===== src/rtl/top_gate_unit.sv =====
// Two-input gate cell: each async pin is synchronized and optionally debounced,
// then a 4-entry truth table drives one registered output.

module top_gate_unit_lane #(
  parameter int DEBOUNCE_CYCLES = 0,
  parameter int CNT_W           = 16
) (
  input  logic clk,
  input  logic rst_n,
  input  logic i_in,
  output logic o_lvl
);

  logic r_s1, r_s2;

  always_ff @(posedge clk) begin
    if (!rst_n) begin
      r_s1 <= 1'b0;
      r_s2 <= 1'b0;
    end else begin
      r_s1 <= i_in;
      r_s2 <= r_s1;
    end
  end

  generate
    if (DEBOUNCE_CYCLES == 0) begin : g_nodb
      // Without debouncing the filtered level is the synchronizer output itself,
      // so the path stays at three edges: s1, s2, out.
      assign o_lvl = r_s2;
    end else begin : g_db
      localparam logic [CNT_W-1:0] LP_LAST = CNT_W'(DEBOUNCE_CYCLES - 1);
      logic             r_f;
      logic [CNT_W-1:0] r_cnt;

      always_ff @(posedge clk) begin
        if (!rst_n) begin
          r_f   <= 1'b0;
          r_cnt <= '0;
        end else if (r_s2 == r_f) begin
          r_cnt <= '0;
        end else if (r_cnt == LP_LAST) begin
          r_f   <= r_s2;
          r_cnt <= '0;
        end else begin
          r_cnt <= r_cnt + 1'b1;
        end
      end

      assign o_lvl = r_f;
    end
  endgenerate

endmodule

module top_gate_unit #(
  parameter logic [3:0] FUNC            = 4'b1000,
  parameter int         DEBOUNCE_CYCLES = 0,
  parameter int         CNT_W           = 16
) (
  input  logic clk,
  input  logic rst_n,
  input  logic in_1,
  input  logic in_0,
  output logic out_0
);

  localparam int NUM_LANES = 2;

  logic [NUM_LANES-1:0] w_in;
  logic [NUM_LANES-1:0] w_lvl;
  logic                 r_out;

  assign w_in = {in_1, in_0};

  top_gate_unit_lane #(
    .DEBOUNCE_CYCLES (DEBOUNCE_CYCLES),
    .CNT_W           (CNT_W)
  ) u_lane [NUM_LANES-1:0] (
    .clk   (clk),
    .rst_n (rst_n),
    .i_in  (w_in),
    .o_lvl (w_lvl)
  );

  // Lane 1 is the MSB of the truth-table index.
  always_ff @(posedge clk) begin
    if (!rst_n) r_out <= 1'b0;
    else        r_out <= FUNC[w_lvl];
  end

  assign out_0 = r_out;

endmodule


===== config.mk =====
export PLATFORM = sky130hd
export DESIGN_NAME = top_gate_unit
export DESIGN_NICKNAME = d
export VERILOG_FILES = /design/src/rtl/top_gate_unit.sv
export SDC_FILE = /design/constraint.sdc
export NUM_CORES = 1
export LEC_CHECK = 0
export BUFFER_PORTS_ARGS = -buffer_cell sky130_fd_sc_hd__buf_2
export CORE_AREA = 2 2 39 41
export DETAILED_ROUTE_END_ITERATION = 6
export DIE_AREA = 0 0 41 43
export MAX_ROUTING_LAYER = met4
export PLACE_DENSITY = 0.35
export REMOVE_ABC_BUFFERS = 1
export SLEW_MARGIN = 20
export SYNTH_ARGS = -nofsm -noshare
export SYNTH_HDL_FRONTEND = slang
export SYNTH_SLANG_ARGS = --single-unit

===== constraint.sdc =====
create_clock -name clk -period 0.8 [get_ports clk]
set_input_delay 0.12 -clock clk [delete_from_list [all_inputs] [get_ports clk]]
set_output_delay 0.12 -clock clk [all_outputs]
set_load 0.01 [all_outputs]

==> impl_metrics.toml <==
[run_status]
run_status = "completed"

[logic_synthesis]
synth.ff_latch_count = 5
synth_warnings = 0
synth_top_cells_by_area = "dfxtp_1 (73%), and2_2 (22%), and3_1 (4.6%)"
synthDistinctLibCells = 3
mappedNetlistArea_um2 = 136
postSynthAreaPerCell_um2 = 13.6
post-synth-top-count-cell = "dfxtp_1"
syn-instance-count = 10
synthFlopType = "dfxtp_1"
post_synth_most_frequent_cells = "dfxtp_1 (5), and2_2 (4), and3_1 (1)"
synth_area_leader_cell = "dfxtp_1"
synth_top_area_share = 0.734
ys_seq_area_frac = 0.734
postSynth.asyncResetShare = 0
synth-edff-count = 0

[pwr]
power_density_nw_per_um2 = 2790
vdd_ir_drop_max_v = 0.000654
p_leak_nw = 0.0962

[sta]
period_share = 0.965
timing_worst_slew_pin_value_ns = 0.0669
finalHoldViolCount = 0
maxSlewViolCount = 0
skew_ns = 0.00585
timing.final.crit_period_ns = 0.772
fin_worst_hold_slack_ns = 0.0883
report.final.setup_viol = 0
setup_repair_after_global_routing_missed_its_margin = "yes"
max_slew_margin = 0.955
fmaxAchievable_mhz = 1300

[setup_path]
critPathCaptureType = "primary output"
slowest_cell_delay_on_critical_path_ns = 0.29
critical_path.slowest_cell = "dfxtp_1"
timing.rr.start = "u_lane[1].r_s1"
worst-endpoint-required_ns = 0.68
cp.buffers_inverters = 1
cp_data_arrival_time_ns = 0.65
critical-path-top-delay-family = "flip-flops"
worstPathCellList = "buf_2"
r2r.worst_path.cells = 1
startpoint_type = "flop"
r2r_end = "u_lane[1].o_lvl"
worstSetupPathType = "reg -> out"
timing.critical_path.fanout_max = 1
rrSetupSlack_ns = 0.23

[clocking]
ctsHoldBuffers = 0
cts.clk_slew.worst_paths_ns = 0.05
inserted_clock_buffers = 3
clock_sinks = 5
maximum_level_of_the_cts_h_tree = 1
tritoncts = "yes"
root_buffer = "clkbuf_4"
clock_latency_ns = 0.24
cts-resized-gates = 0
postCtsSetupBuffers = 0
clk_path_buf_depth = 2

[drt]
top_layer_used = "met3"
route.detailed.vias_per_inst = 2.65
detail-route-antenna-nets = 0
initialDrtViolationCount = 0
dr.pass1.iters = 1
wl_met2_um = 67
drt-met1-wl_um = 90
dr_total_vias = 90
wirelength_routed_um = 200
wl_met3_um = 43
detail_route.wl_per_cell_um = 5.88
drcViolationCount = 0

[placement]
portBuffers = 4
dpl-instance-area_um2 = 176
routabilityCongestion = 0.522

[final_layout]
final_layout_size_suffix_gt1_frac = 0.667
final_net_count = 23
diodes = 0
area_delta_synth_final_pct = 49.5
design_area_um2 = 204
filler_cell_count = 162

[flow_run]
max-cap-violations = 0

[min_path]
hold_depth = 2
hold_crit_class = "in -> reg"
holdPathEnd = "u_lane[0].r_s1"
start_point_of_the_worst_hold_path = "in_0"

[floorplan]
io-pin-count = 5
number_of_core_rows = 14
initial_core_util = 0.0986
die_y_um = 43
die_width_um = 41
core_region_area_um2 = 1380
die_area_um2 = 1760

[global_route]
maximum_number_of_pins_on_one_net_before_global_route_repair = 6
via_count_of_the_first_global_routing_pass = 66
global_route.usage.total = 0.0339
initial_antenna_violation_count = 0
grt_pass1_wl_um = 269
gr-total-overflow = 0
## flip-flops by register name (all words and copies together), names as in the netlist
name and flops:
out_0 1, u_lane.o_lvl 2, u_lane.r_s1 2
## cell usage in the layout (no fill, tap or decap), drive strengths merged
master  Yosys  final
dfxtp       5      5
and2        4      4
buf         0      4
clkbuf      0      3
and3        1      1
clkinv      0      1
## area by class of cell
| class | count | area [um2] | share of cell area |
|---|---|---|---|
| clock inverter | 1 | 5.00 | 0.0245 |
| sequential | 5 | 100 | 0.491 |
| multi-input combinational | 5 | 36.3 | 0.178 |
| timing repair buffer | 4 | 20.0 | 0.0982 |
| tap | 16 | 20.0 | 0.0982 |
| clock buffer | 3 | 22.5 | 0.110 |
## worst max-delay path by stage
stage | cells after the start | slack, ns | endpoint | from
floorplan | 1 | 0.25 | u_lane[0].o_lvl | u_lane[0].r_s1
global placement | 1 | 0.25 | u_lane[1].o_lvl | u_lane[1].r_s1
detailed placement | 1 | 0.23 | u_lane[1].o_lvl | u_lane[1].r_s1
CTS | 1 | 0.02 | out_0 | out_0
global route | 1 | -0.02 | out_0 | out_0
finish | 1 | 0.03 | out_0 | out_0
## cell families (layout without fill, tap and decap cells)
family                 count (synthesis)  after routing  synth area share
buffers and inverters                  0              8                 0
and+or+nand+nor                        5              5             0.266
DFF                                    5              5             0.734
## power breakdown
group | switching [W] | internal [W]
clock | 0.000109 | 0.000181
combinational | 0.00000515 | 0.0000117
sequential | 0.00000191 | 0.000259
## through the flow
| stage | std cells | utilization | TNS, ns | setup slack [ns] | total power (W) |
|---|---|---|---|---|---|
| after floorplan | 10 | - | 0 | 0.250 | 0.000273 |
| after global placement | 30 | 0.127 | 0 | 0.246 | 0.000282 |
| after detailed placement | 30 | 0.127 | 0 | 0.235 | 0.000283 |
| after CTS | 34 | 0.147 | 0 | 0.0163 | 0.000587 |
| after global routing | 34 | 0.147 | -0.0226 | -0.0226 | 0.000613 |
| final | 34 | 0.147 | 0 | 0.0281 | 0.000569 |
## per-layer routing
layer,vias to the layer above,GRT usage
met4,0,0.0400
met2,7,0.0188
met1,35,0.0288
met5,-,-
li1,48,-
met3,0,0.0628
Power figures use the tool's default switching activity.
